===== src/rtl/pipe_stage_reg_pkg.sv =====
// Shared definitions for the pipeline-stage register: ID/EX payload
// layout, stage occupancy states and the flush kill-count helper.
package pipe_pkg;

    // Width of the ID/EX payload.
    localparam int ID_EX_DW = 120;

    // ID/EX payload, MSB first.
    typedef struct packed {
        logic [31:0] pc;
        logic [4:0]  ctl;
        logic [3:0]  msg;
        logic [31:0] rs2_v;
        logic [31:0] rs1_v;
        logic [4:0]  rd;
        logic [4:0]  rs2;
        logic [4:0]  rs1;
    } idex_payload_t;

    // Stage occupancy: nothing held, output register live, output + skid live.
    typedef enum logic [1:0] {
        ST_EMPTY = 2'd0,
        ST_FULL  = 2'd1,
        ST_SKID  = 2'd2
    } stage_state_t;

    // Number of live entries a flush throws away. An output entry the
    // consumer is taking in the same cycle is a transfer, not a kill.
    function automatic logic [1:0] killed_entries(input logic flush,
                                                  input logic out_valid,
                                                  input logic out_ready,
                                                  input logic skid_valid);
        logic [1:0] n;
        n = 2'd0;
        if (flush) begin
            n = {1'b0, out_valid & ~out_ready} + {1'b0, skid_valid};
        end else begin
            n = 2'd0;
        end
        return n;
    endfunction

endpackage


===== src/rtl/pipe_stage_reg_if.sv =====
// Valid/ready/data handshake bundle used on both sides of a pipeline stage.
interface pipe_stage_reg_if #(
    parameter int DW = 120
) ();
    logic          valid;
    logic          ready;
    logic [DW-1:0] data;

    // Producer side: drives valid/data, observes ready.
    modport master (output valid, output data, input ready);
    // Consumer side: observes valid/data, drives ready.
    modport slave  (input valid, input data, output ready);
endinterface


===== src/rtl/pipe_stage_reg_skid.sv =====
// One-entry skid register with its valid bit. Catches a payload accepted
// while the output register is stalled so in_ready can be a pure register.
module pipe_skid_buf #(
    parameter int DW = 120
) (
    input  logic          clk,
    input  logic          rst,
    input  logic          clear_i,
    input  logic          load_i,
    input  logic [DW-1:0] data_i,
    output logic          valid_o,
    output logic [DW-1:0] data_o
);

    logic          valid_q;
    logic [DW-1:0] data_q;

    // Skid entry: clear wins over load; payload holds when cleared.
    always_ff @(posedge clk or negedge rst) begin
        if (!rst) begin
            valid_q <= 1'b0;
            data_q  <= {DW{1'b0}};
        end else if (clear_i) begin
            valid_q <= 1'b0;
        end else if (load_i) begin
            valid_q <= 1'b1;
            data_q  <= data_i;
        end
    end

    assign valid_o = valid_q;
    assign data_o  = data_q;

endmodule


===== src/rtl/pipe_stage_reg.sv =====
// Generic pipeline-stage register with valid/ready handshake, stall,
// synchronous flush and a saturating count of flushed instructions.
// Build option PIPE_SKID_EN: adds a one-entry skid buffer so in_ready is
// a register output (no out_ready -> in_ready combinational path).
// Without it in_ready = out_ready | !out_valid.
// CNTW must be at least 2.
module pipe_stage_reg
    import pipe_pkg::*;
#(
    parameter int            DW      = ID_EX_DW,
    parameter logic [DW-1:0] RST_VAL = {DW{1'b0}},
    parameter int            CNTW    = 16
) (
    input  logic              clk,
    input  logic              rst,
    input  logic              flush,
    pipe_stage_reg_if.slave   in_if,
    pipe_stage_reg_if.master  out_if,
    output logic [CNTW-1:0]   kill_cnt
);

    stage_state_t    state_q, state_d;
    logic            out_valid_q, out_valid_d;
    logic [DW-1:0]   out_data_q, out_data_d;
    logic [CNTW-1:0] kill_cnt_q, kill_cnt_d;

    logic            in_ready_s;
    logic            accept_s;
    logic            xfer_s;
    logic            skid_valid_s;
    logic [DW-1:0]   skid_data_s;
    logic [1:0]      killed_s;
    logic [CNTW:0]   kill_sum_s;

    assign accept_s = in_if.valid & in_ready_s & ~flush;
    assign xfer_s   = out_valid_q & out_if.ready;

`ifdef PIPE_SKID_EN
    logic skid_load_s;
    logic skid_clear_s;

    // Skid control: fill when accepting while stalled, drain on transfer, drop on flush.
    always_comb begin
        skid_load_s  = 1'b0;
        skid_clear_s = 1'b0;
        if (flush) begin
            skid_clear_s = 1'b1;
        end else if ((state_q == ST_FULL) && accept_s && !xfer_s) begin
            skid_load_s = 1'b1;
        end else if ((state_q == ST_SKID) && xfer_s) begin
            skid_clear_s = 1'b1;
        end else begin
            skid_load_s  = 1'b0;
            skid_clear_s = 1'b0;
        end
    end

    pipe_skid_buf #(.DW(DW)) u_skid (
        .clk     (clk),
        .rst     (rst),
        .clear_i (skid_clear_s),
        .load_i  (skid_load_s),
        .data_i  (in_if.data),
        .valid_o (skid_valid_s),
        .data_o  (skid_data_s)
    );

    // A free skid slot guarantees room, so readiness is purely registered.
    assign in_ready_s = ~skid_valid_s;
`else
    assign skid_valid_s = 1'b0;
    assign skid_data_s  = {DW{1'b0}};

    // Room exists when the stage is empty or its entry leaves this cycle.
    assign in_ready_s = out_if.ready | ~out_valid_q;
`endif

    // State, output and kill-counter registers.
    always_ff @(posedge clk or negedge rst) begin
        if (!rst) begin
            state_q     <= ST_EMPTY;
            out_valid_q <= 1'b0;
            out_data_q  <= RST_VAL;
            kill_cnt_q  <= {CNTW{1'b0}};
        end else begin
            state_q     <= state_d;
            out_valid_q <= out_valid_d;
            out_data_q  <= out_data_d;
            kill_cnt_q  <= kill_cnt_d;
        end
    end

    // Next-state: flush empties the stage, otherwise follow accepts and transfers.
    always_comb begin
        state_d = state_q;
        if (flush) begin
            state_d = ST_EMPTY;
        end else begin
            case (state_q)
                ST_EMPTY: begin
                    if (accept_s) state_d = ST_FULL;
                    else          state_d = ST_EMPTY;
                end
                ST_FULL: begin
                    if (accept_s && !xfer_s)      state_d = ST_SKID;
                    else if (xfer_s && !accept_s) state_d = ST_EMPTY;
                    else                          state_d = ST_FULL;
                end
                ST_SKID: begin
                    if (xfer_s) state_d = ST_FULL;
                    else        state_d = ST_SKID;
                end
                default: state_d = ST_EMPTY;
            endcase
        end
    end

    // Output register: load new payload, pull from skid, or hold (also on flush).
    always_comb begin
        out_data_d  = out_data_q;
        out_valid_d = (state_d != ST_EMPTY);
        if (flush) begin
            out_data_d = out_data_q;
        end else begin
            case (state_q)
                ST_EMPTY: begin
                    if (accept_s) out_data_d = in_if.data;
                    else          out_data_d = out_data_q;
                end
                ST_FULL: begin
                    if (accept_s && xfer_s) out_data_d = in_if.data;
                    else                    out_data_d = out_data_q;
                end
                ST_SKID: begin
                    if (xfer_s) out_data_d = skid_data_s;
                    else        out_data_d = out_data_q;
                end
                default: out_data_d = out_data_q;
            endcase
        end
    end

    // Kill counter: add discarded live entries, saturating at all-ones.
    always_comb begin
        killed_s   = killed_entries(flush, out_valid_q, out_if.ready, skid_valid_s);
        kill_sum_s = {1'b0, kill_cnt_q} + {{(CNTW-1){1'b0}}, killed_s};
        if (kill_sum_s[CNTW]) begin
            kill_cnt_d = {CNTW{1'b1}};
        end else begin
            kill_cnt_d = kill_sum_s[CNTW-1:0];
        end
    end

    assign in_if.ready  = in_ready_s;
    assign out_if.valid = out_valid_q;
    assign out_if.data  = out_data_q;
    assign kill_cnt     = kill_cnt_q;

endmodule


===== src/flat_wrapper.sv =====
// flat-port wrapper written by rule: the top's interface ports become plain ports
module pipe_stage_reg_flat import pipe_pkg::*;
#(
    parameter int            DW      = ID_EX_DW,
    parameter logic [DW-1:0] RST_VAL = {DW{1'b0}},
    parameter int            CNTW    = 16
)
  (clk, rst, flush, kill_cnt, in_if_valid, in_if_data, in_if_ready, out_if_valid, out_if_data, out_if_ready);
  pipe_stage_reg_if #(.DW(DW)) in_if_i ();
  pipe_stage_reg_if #(.DW(DW)) out_if_i ();
  input  logic clk;
  input  logic rst;
  input  logic flush;
  output logic [CNTW-1:0] kill_cnt;
  input wire logic [$bits(in_if_i.valid)-1:0] in_if_valid;
  input wire logic [$bits(in_if_i.data)-1:0] in_if_data;
  output wire logic [$bits(in_if_i.ready)-1:0] in_if_ready;
  output wire logic [$bits(out_if_i.valid)-1:0] out_if_valid;
  output wire logic [$bits(out_if_i.data)-1:0] out_if_data;
  input wire logic [$bits(out_if_i.ready)-1:0] out_if_ready;
  assign in_if_i.valid = in_if_valid;
  assign in_if_i.data = in_if_data;
  assign in_if_ready = in_if_i.ready;
  assign out_if_valid = out_if_i.valid;
  assign out_if_data = out_if_i.data;
  assign out_if_i.ready = out_if_ready;
  pipe_stage_reg #(.DW(DW), .RST_VAL(RST_VAL), .CNTW(CNTW)) u_core (.clk(clk), .rst(rst), .flush(flush), .in_if(in_if_i), .out_if(out_if_i), .kill_cnt(kill_cnt));
endmodule

===== config.mk =====
export PLATFORM = sky130hd
export DESIGN_NAME = pipe_stage_reg_flat
export DESIGN_NICKNAME = d
export VERILOG_FILES = /design/src/rtl/pipe_stage_reg_pkg.sv /design/src/rtl/pipe_stage_reg_if.sv /design/src/rtl/pipe_stage_reg_skid.sv /design/src/rtl/pipe_stage_reg.sv /design/src/flat_wrapper.sv
export SDC_FILE = /design/constraint.sdc
export NUM_CORES = 1
export LEC_CHECK = 0
export ABC_AREA = 1
export CORE_MARGIN = 2
export CORE_UTILIZATION = 45
export DETAILED_ROUTE_END_ITERATION = 6
export PLACE_DENSITY = 0.86
export SYNTH_ARGS = -nofsm -noshare
export SYNTH_HDL_FRONTEND = slang
export SYNTH_SLANG_ARGS = --single-unit

===== constraint.sdc =====
create_clock -name clk -period 3.2 [get_ports clk]
set_input_delay 0.64 -clock clk [delete_from_list [all_inputs] [get_ports clk]]
set_output_delay 0.64 -clock clk [all_outputs]
set_load 0.02 [all_outputs]

==> flow_metrics.py, run 1 <==
metrics = {
    "timing": {
        "relSlewSlack": 0.4438,
        "tightest_slew_ps": 832.3,
        "setup-violations-final": 0,
        "worst_slack_ps": 610.9,
        "rsz0062_at_grt": "no",
        "fin_skew_ps": 5.234,
        "hold_viol_final": 0,
        "setup_tns_ps": 0,
        "period_needed_ps": 2589,
        "timing.fmax_mhz": 386.2,
        "finalCritPeriodShare": 0.8091,
        "slew_violations": 0,
    },
    "synth": {
        "synth.distinct_cells": 22,
        "seq_area_frac_synth": 0.5077,
        "ys_ff_latch": 139,
        "synth.avg_cell_area_sq_um": 7.488,
        "synthMuxAreaShare": 0,
        "synth_top_family_by_area": "simple AND/OR/NAND/NOR gates",
        "syn_area_sq_um": 6852,
        "synth-edff-count": 0,
        "yosys_warnings": 0,
        "synth_fa_ha_area_frac": 0.003652,
        "async_flop_share": 1.000,
        "synth_compound_area_frac": 0.003470,
        "synthSimpleGateAreaFrac": 0.3462,
        "synth_flop_cell": "dfrtp_1",
        "synth_xor_area_frac": 0.002557,
        "synthCells": 915,
        "synth_fp_nets": 1042,
    },
    "clock_network": {
        "cts_tree": "yes",
        "cts-resized-gates": 0,
        "cts_sinks": 139,
        "cts_hold_buf": 0,
        "cts_htree_levels": 4,
        "root_buffer": "clkbuf_16",
        "clockBufferDepth": 2,
        "clk-insertion-delay-late_ps": 410,
        "cts.clk_slew.worst_paths_ps": 60,
        "post_cts_buffers": 0,
        "cts_buffers": 17,
    },
    "detailed_routing": {
        "ant_nets": 0,
        "drt_pass1_iterations": 5,
        "drtIter0Drc": 521,
        "finalWirelength_um": 19370,
        "drc_errors": 0,
        "vias": 6690,
        "via_per_inst": 4.945,
        "post_drt_wl_per_cell_um": 14.32,
    },
    "final_layout": {
        "multi_input_area_sq_um": 2476,
        "diodes": 0,
        "mostFrequentLayoutCells": "275 x nand2_1, 261 x clkdlybuf4s50_1, 143 x inv_1",
        "fillCellCount": 1186,
        "regArea_sq_um": 3478,
        "final_common_cell": "nand2_1",
        "syn_to_final_growth_pct": 47.86,
        "final_layout_size_suffix_gt1_frac": 0.04378,
        "finish.net_count": 1279,
    },
    "worst_setup_path": {
        "worstPathCellList": "clkdlybuf4s50_1 > inv_1 > nand2_2 > nor2_1 > ha_1 > ha_1 > nand3_1 > nor3_2 > nand3_1 > nand3_1",
        "rr_worst_depth": 8,
        "timing.rr.end": "u_core.kill_cnt[14]$_DFF_PN0_",
        "slowest_stage": "nand3_1",
        "crit_buf_inv": 2,
        "cpLargestDelayFamily": "simple AND/OR/NAND/NOR gates",
        "r2r_start": "u_core.out_if.valid$_DFF_PN0_",
        "path_common_cell": "nand3_1",
        "crit_type": "in -> reg",
        "crit_fanout": 16,
        "critPathLaunchType": "primary input",
        "ff2ff_setup_slack_ps": 930,
        "required_ps": 3520,
        "end_kind": "flip-flop",
        "slowest_delay_ps": 500,
        "worst_ep_arrival_time_ps": 2910,
    },
    "placement": {
        "gp_congestion": 0.9016,
        "dpl_worst_slack_ps": 237.2,
        "post-dp-hpwl_um": 12800,
        "io_buffers": 262,
    },
    "pwr": {
        "p_int_w": 0.004761,
        "power_switching_w": 0.002362,
        "pwr-share-seq": 0.351,
        "power.leakage_nw": 5.276,
        "switching_share": 0.3316,
        "p_total_w": 0.007123,
        "comb_power_share": 0.353,
        "p_per_area_nw_per_um2": 703.1,
        "power_frac_clock": 0.296,
        "peakVddDrop_mv": 0.3880,
    },
    "global_route": {
        "grt_first_pass_wirelength_um": 31020,
        "antenna_found_initial": 0,
        "met3_usage": 0.06449,
        "busiest_layer": "met2",
        "grt_use_met1": 0.3033,
        "grt_pass1_vias": 6295,
        "grt_max_degree": 121,
        "track_usage": 0.2391,
        "met2_usage": 0.3901,
        "grt_remaining_overflow": 0,
    },
    "floorplanning": {
        "rows": 45,
        "io_pins": 263,
        "dieArea_sq_um": 16230,
        "die_w_um": 127.4,
        "die_y_um": 127.4,
        "start_util": 0.4558,
        "core_sq_um": 15030,
    },
    "flow_run": {
        "maxCapViolCount": 0,
    },
    "outcome": {
        "status": "finished clean",
    },
    "min_path": {
        "hold_path.class": "in -> async",
    },
}
==> metal layers <==
| layer | vias to the layer above | share of wire |
|---|---|---|
| li1 | 3219 | - |
| met3 | 40 | 0.080 |
| met2 | 300 | 0.48 |
| met4 | 0 | 0.026 |
| met5 | - | 0 |
| met1 | 3131 | 0.41 |
==> logic make-up (layout without fill, tap and decap cells) <==
| family | after synthesis | in the layout |
|---|---|---|
| AOI/OAI and AO/OA | 4 | 4 |
| xor gates and xnor gates | 2 | 2 |
| adders and majority gates | 2 | 2 |
| buffers and inverters | 196 | 446 |
| DFF | 139 | 139 |
| and+or+nand+nor | 572 | 572 |
==> worst reg2reg max path, stage by stage, from the launching register on <==
cell     delay (ps)
dfrtp_1         400
nand2_2         110
nor2_1          100
ha_1            170
ha_1            230
nand3_1         180
nor3_2          210
nand3_1         500
nand3_1         300
==> Yosys cell counts (2+ instances only) <==
library cell  instances  area share
buf_2                27       0.020
buf_6                22       0.036
clkbuf_1              3      0.0016
dfrtp_1             139        0.51
ha_1                  2      0.0037
inv_1               143       0.078
nand2_1             275        0.15
nand3_1             144        0.11
nand4_1               6      0.0055
nor2_1              134       0.073
nor3_1                5      0.0037
o21ai_0               2      0.0015
or2_2                 4      0.0037
==> flip-flops by register name, summed over array words and instances (netlist names) <==
name                 count
u_core.out_if.valid      1
u_core.kill_cnt         16
u_core.out_if.data     120
u_core.state_q           2
==> how the worst max path moves through the flow <==
stage                  from                             to  slack, ps  cells after the start
2_1_floorplan  out_if_ready   u_core.kill_cnt[9]$_DFF_PN0_       1080                     10
3_3_place_gp   out_if_ready  u_core.kill_cnt[14]$_DFF_PN0_        390                     10
3_5_place_dp   out_if_ready  u_core.kill_cnt[14]$_DFF_PN0_        240                     10
4_1_cts        out_if_ready                    in_if_ready        650                      4
5_1_grt        out_if_ready   u_core.kill_cnt[4]$_DFF_PN0_        410                     10
6_report       out_if_ready  u_core.kill_cnt[14]$_DFF_PN0_        610                     10
==> cell type report <==
type | count | share of cell area
sequential | 139 | 0.3433
timing repair buffer | 271 | 0.2731
multi-input combinational | 580 | 0.2444
inverter | 143 | 0.05298
clock buffer | 22 | 0.04681
tap | 188 | 0.02322
clock inverter | 10 | 0.01618
==> stage by stage <==
step	cell area, sq um	std cells	util	hold WS [ps]
floorplan	6852	915	-	344.4
CTS	10130	1353	0.6739	183.2
global route	10130	1353	0.6739	199.5
global placement	9493	1321	0.6315	451.9
finish	10130	1353	0.6739	172.9
detailed placement	9493	1321	0.6315	457.4
==> power by group through the flow <==
| stage | clock [W] | combinational, W | sequential (W) |
|---|---|---|---|
| floorplan | 0 | 0.000639 | 0.00308 |
| global placement | 0 | 0.00248 | 0.00250 |
| detailed placement | 0 | 0.00252 | 0.00252 |
| CTS | 0.00215 | 0.00253 | 0.00250 |
| global route | 0.00223 | 0.00270 | 0.00255 |
| finish | 0.00211 | 0.00251 | 0.00250 |
No activity file was read; power rests on OpenSTA's default activity.
==> run 2, diff against run 1 <==
Settings changed: CORE_UTILIZATION 45 to 44, PLACE_DENSITY 0.86 to 0.84.
Clock period 3.2 ns to 2.4 ns, I/O delays scaled along.
==> run 2 against run 1 <==
Flip-flop and latch count unchanged; non-clock buffer count up 11; clock power increased by 42%; combinational power grew 35%; sequential share of layout area decreased by 0.56 points; largest power group unchanged.
==> flow_metrics.py, run 2 (synthesis gave the netlist of run 1 again) <==
metrics = {
    "timing": {
        "setup_tns_ps": 0,
        "slew_violations": 0,
        "finalCritPeriodShare": 0.9048,
        "rsz0062_at_grt": "no",
        "setup-violations-final": 0,
        "tightest_slew_ps": 573.3,
        "fin_skew_ps": 13.11,
        "timing.fmax_mhz": 460.5,
        "worst_slack_ps": 228.5,
        "relSlewSlack": 0.6178,
        "hold_viol_final": 0,
        "period_needed_ps": 2172,
    },
    "worst_setup_path": {
        "required_ps": 1920,
        "critPathLaunchType": "primary input",
        "timing.rr.end": "u_core.kill_cnt[2]$_DFF_PN0_",
        "ff2ff_setup_slack_ps": 580,
        "crit_fanout": 4,
        "r2r_start": "u_core.out_if.valid$_DFF_PN0_",
        "crit_buf_inv": 3,
        "end_kind": "output port",
        "worstPathCellList": "clkdlybuf4s50_1 > inv_1 > nand2_2 > clkdlybuf4s50_1",
        "crit_type": "in -> out",
        "rr_worst_depth": 9,
        "cpLargestDelayFamily": "buffers and inverters",
        "path_common_cell": "clkdlybuf4s50_1",
        "crit_start": "out_if_ready",
        "worst_ep_arrival_time_ps": 1690,
        "cp.depth": 4,
        "slowest_stage": "clkdlybuf4s50_1",
        "slowest_delay_ps": 600,
    },
    "pwr": {
        "p_per_area_nw_per_um2": 942.1,
        "power.leakage_nw": 5.367,
        "p_total_w": 0.009702,
        "peakVddDrop_mv": 0.5066,
    },
    "final_layout": {
        "final_cell_area_sq_um": 10300,
        "mostFrequentLayoutCells": "275 x nand2_1, 261 x clkdlybuf4s50_1, 143 x inv_1",
        "diodes": 0,
        "final_layout_size_suffix_gt1_frac": 0.05191,
        "final_common_cell": "nand2_1",
        "fillCellCount": 1206,
        "multi_input_area_sq_um": 2476,
        "largest_register_ffs": 120,
        "syn_to_final_growth_pct": 50.31,
        "stdcell_count": 1363,
        "regArea_sq_um": 3478,
        "finish.net_count": 1290,
    },
    "detailed_routing": {
        "drc_errors": 0,
        "finalWirelength_um": 19130,
        "via_per_inst": 4.867,
        "drtIter0Drc": 405,
        "ant_nets": 0,
        "vias": 6634,
        "post_drt_wl_per_cell_um": 14.04,
        "drt_pass1_iterations": 7,
    },
    "global_route": {
        "grt_pass1_vias": 6111,
        "track_usage": 0.2294,
        "antenna_found_initial": 0,
        "grt_remaining_overflow": 0,
        "grt_first_pass_wirelength_um": 30100,
        "grt_max_degree": 121,
    },
    "clock_network": {
        "cts.clk_slew.worst_paths_ps": 60,
        "root_buffer": "clkbuf_16",
        "cts_hold_buf": 0,
        "cts_tree": "yes",
        "cts_sinks": 139,
        "clk-insertion-delay-late_ps": 420,
        "cts_htree_levels": 4,
        "clockBufferDepth": 2,
        "cts_buffers": 17,
        "cts-resized-gates": 0,
        "post_cts_buffers": 0,
    },
    "floorplanning": {
        "die_y_um": 128.8,
        "core_sq_um": 15200,
        "dieArea_sq_um": 16590,
        "rows": 45,
        "io_pins": 263,
        "start_util": 0.4507,
        "die_w_um": 128.8,
    },
    "min_path": {
        "hold_path.class": "in -> async",
    },
    "placement": {
        "place_inst": 1332,
        "placed_cell_area_sq_um": 9625,
        "dpl_worst_slack_ps": 76.73,
        "post-dp-hpwl_um": 12910,
        "io_buffers": 262,
        "gp_congestion": 0.8834,
    },
    "flow_run": {
        "maxCapViolCount": 0,
    },
    "outcome": {
        "status": "finished clean",
    },
}
==> run 2: per-stage QoR <==
step	hold slack, ps	util
after global routing	62.68	0.6774
after floorplan	184.4	-
after CTS	46.96	0.6774
after detailed placement	457.6	0.6332
final	27.79	0.6774
after global placement	452.7	0.6332
==> run 2: cell type report <==
class / count / share of cell area
clock buffer: 21 / 0.04471
clock inverter: 10 / 0.02065
inverter: 143 / 0.05212
multi-input combinational: 580 / 0.2404
sequential: 139 / 0.3377
tap: 188 / 0.02284
timing repair buffer: 282 / 0.2815
==> run 2: where the power goes <==
group | internal, W | leakage (nW) | switching (W)
logic | 0.00158 | 3.31 | 0.00180
clock network | 0.00200 | 0.320 | 0.000987
registers | 0.00297 | 1.74 | 0.000367
==> run 2: how the worst max path moves through the flow <==
| stage | endpoint | slack [ps] |
|---|---|---|
| 2_1_floorplan | u_core.kill_cnt[9]$_DFF_PN0_ | 430 |
| 3_3_place_gp | u_core.kill_cnt[6]$_DFF_PN0_ | 120 |
| 3_5_place_dp | u_core.kill_cnt[2]$_DFF_PN0_ | 80 |
| 4_1_cts | in_if_ready | 220 |
| 5_1_grt | in_if_ready | 190 |
| 6_report | in_if_ready | 230 |
==> run 2: layer usage <==
metal	global-route usage	share of wire
met3	0.06362	0.075
met4	0.09399	0.028
met5	0	0
met1	0.2930	0.41
met2	0.3704	0.48
==> run 3, diff against run 2 <==
Settings changed: CORE_MARGIN 2 to unset.
==> run 3 against run 2 <==
Power shrank 5.2%; die area shrank 3.1%; routed wire length shrank 2.9%; clock skew shrank 5.7 ps; worst hold slack gained 440 ps; utilization shrank 0.99 points; non-clock buffer count shrank 5; critical path depth is the same; clock power shrank 16%; count of clock-buffer cells in the layout grew 4; sequential share of layout area grew 0.50 points.
==> flow_metrics.py, run 3 (synthesis gave the netlist of run 1 again) <==
metrics = {
    "global_route": {
        "grt_max_degree": 89,
        "met3_usage": 0.05314,
        "track_usage": 0.2386,
        "met2_usage": 0.3906,
        "antenna_found_initial": 1,
        "grt_pass1_vias": 6328,
        "grt_remaining_overflow": 0,
        "busiest_layer": "met2",
        "grt_first_pass_wirelength_um": 30660,
        "grt_use_met1": 0.3007,
    },
    "timing": {
        "setup-violations-final": 0,
        "tightest_slew_ps": 479.7,
        "fin_skew_ps": 7.399,
        "setup_tns_ps": 0,
        "slew_violations": 0,
        "timing.fmax_mhz": 458.1,
        "period_needed_ps": 2183,
        "rsz0062_at_grt": "no",
        "finalCritPeriodShare": 0.9095,
        "hold_viol_final": 0,
        "relSlewSlack": 0.6777,
    },
    "final_layout": {
        "regArea_sq_um": 3478,
        "largest_register_ffs": 120,
        "fillCellCount": 1252,
        "stdcell_count": 1360,
        "mostFrequentLayoutCells": "275 x nand2_1, 261 x clkdlybuf4s50_1, 143 x inv_1",
        "finish.net_count": 1285,
        "final_common_cell": "nand2_1",
        "multi_input_area_sq_um": 2476,
        "final_layout_size_suffix_gt1_frac": 0.04697,
        "final_cell_area_sq_um": 10150,
        "syn_to_final_growth_pct": 48.12,
    },
    "min_path": {
        "hold_path.class": "reg -> reg",
        "hold_depth": 2,
    },
    "floorplanning": {
        "rows": 45,
        "io_pins": 263,
        "core_sq_um": 15200,
        "start_util": 0.4507,
        "die_w_um": 126.8,
        "dieArea_sq_um": 16070,
        "die_y_um": 126.8,
    },
    "worst_setup_path": {
        "critPathLaunchType": "primary input",
        "path_common_cell": "clkdlybuf4s50_1",
        "slowest_stage": "clkdlybuf4s50_1",
        "rr_worst_depth": 9,
        "worst_ep_arrival_time_ps": 1700,
        "cp.depth": 4,
        "crit_buf_inv": 3,
        "crit_type": "in -> out",
        "crit_fanout": 4,
        "end_kind": "output port",
        "worstPathCellList": "clkdlybuf4s50_1 > inv_1 > nand2_2 > clkdlybuf4s50_1",
        "required_ps": 1920,
        "slowest_delay_ps": 600,
        "cpLargestDelayFamily": "buffers and inverters",
    },
    "pwr": {
        "peakVddDrop_mv": 0.4413,
        "power.leakage_nw": 5.306,
        "p_per_area_nw_per_um2": 906.2,
    },
    "placement": {
        "placed_cell_area_sq_um": 9568,
        "gp_congestion": 0.8133,
        "io_buffers": 262,
        "post-dp-hpwl_um": 12360,
        "place_inst": 1326,
    },
    "clock_network": {
        "root_buffer": "clkbuf_16",
        "clockBufferDepth": 2,
        "cts-resized-gates": 0,
        "clk-insertion-delay-late_ps": 410,
        "cts_tree": "yes",
        "cts_buffers": 17,
        "post_cts_buffers": 0,
        "cts_sinks": 139,
        "cts_htree_levels": 4,
        "cts.clk_slew.worst_paths_ps": 50,
        "cts_hold_buf": 1,
    },
    "detailed_routing": {
        "ant_nets": 0,
        "via_per_inst": 4.831,
        "finalWirelength_um": 18580,
        "drc_errors": 0,
        "drt_pass1_iterations": 5,
        "post_drt_wl_per_cell_um": 13.66,
        "drtIter0Drc": 316,
        "vias": 6570,
    },
    "flow_run": {
        "maxCapViolCount": 0,
    },
    "outcome": {
        "status": "finished clean",
    },
}
run 3: cell types whose count changed in the layout (fill, tap and decap cells not counted):
cell | previous run | this run
buf_4 | 10 | 5
bufinv_16 | 6 | 1
clkinv_2 | 0 | 5
clkbuf_8 | 2 | 5
buf_12 | 10 | 9
clkbuf_1 | 2 | 3
clkinv_4 | 1 | 0
clkinvlp_4 | 2 | 1
diode_2 | 0 | 1
dlygate4sd3_1 | 0 | 1
inv_6 | 1 | 0
run 3: worst paths after layout:
| check | endpoint | slack (ps) | start |
|---|---|---|---|
| worst max-delay path | in_if_ready | 220 | out_if_ready |
| worst min-delay path | u_core.out_if.data[51]$_DFFE_PN0P_ | 470 | u_core.out_if.data[51]$_DFFE_PN0P_ |
| min in group asynchronous | u_core.out_if.data[98]$_DFFE_PN0P_ | 500 | rst |
| worst min register to register | u_core.out_if.data[51]$_DFFE_PN0P_ | 470 | u_core.out_if.data[51]$_DFFE_PN0P_ |
| worst max register to register | u_core.kill_cnt[2]$_DFF_PN0_ | 540 | u_core.out_if.valid$_DFF_PN0_ |
| max in group asynchronous | u_core.out_if.data[59]$_DFFE_PN0P_ | 1270 | rst |
run 3: where the power goes:
part	leakage (nW)	switching [W]	internal, W	total (W)
sequential	1.74	0.000362	0.00297	0.00333
combinational	3.28	0.00179	0.00158	0.00336
clock	0.283	0.000949	0.00156	0.00250
run 3: cell type report:
class	instances	share of cell area
Multi-Input combinational cell	580	0.2440
Inverter	143	0.05289
Tap cell	188	0.02318
Timing Repair Buffer	277	0.2810
Clock buffer	25	0.04981
Sequential cell	139	0.3427
Antenna cell	1	0.0002466
Clock inverter	7	0.006164
run 3: worst min-delay path, cell delays in order (launching register included):
cell and delay [ps]:
dfrtp_1 340, nand2_1 50, nand2_1 50
run 3: metal layers:
layer,up-vias,part of all wire
met3,40,0.066
met2,242,0.47
met1,3060,0.43
li1,3228,-
met4,0,0.031
met5,-,0
run 3: metrics by stage:
step / total power, W / hold WS (ps) / worst slack [ps] / util
2_1_floorplan: 0.004964 / 184.4 / 425.5 / -
3_3_place_gp: 0.006657 / 363.2 / 34.98 / 0.6294
3_5_place_dp: 0.006725 / 363.6 / -49.49 / 0.6294
4_1_cts: 0.009269 / 471.0 / 211.1 / 0.6674
5_1_grt: 0.009688 / 483.0 / 152.7 / 0.6676
6_report: 0.009197 / 467.0 / 217.3 / 0.6676
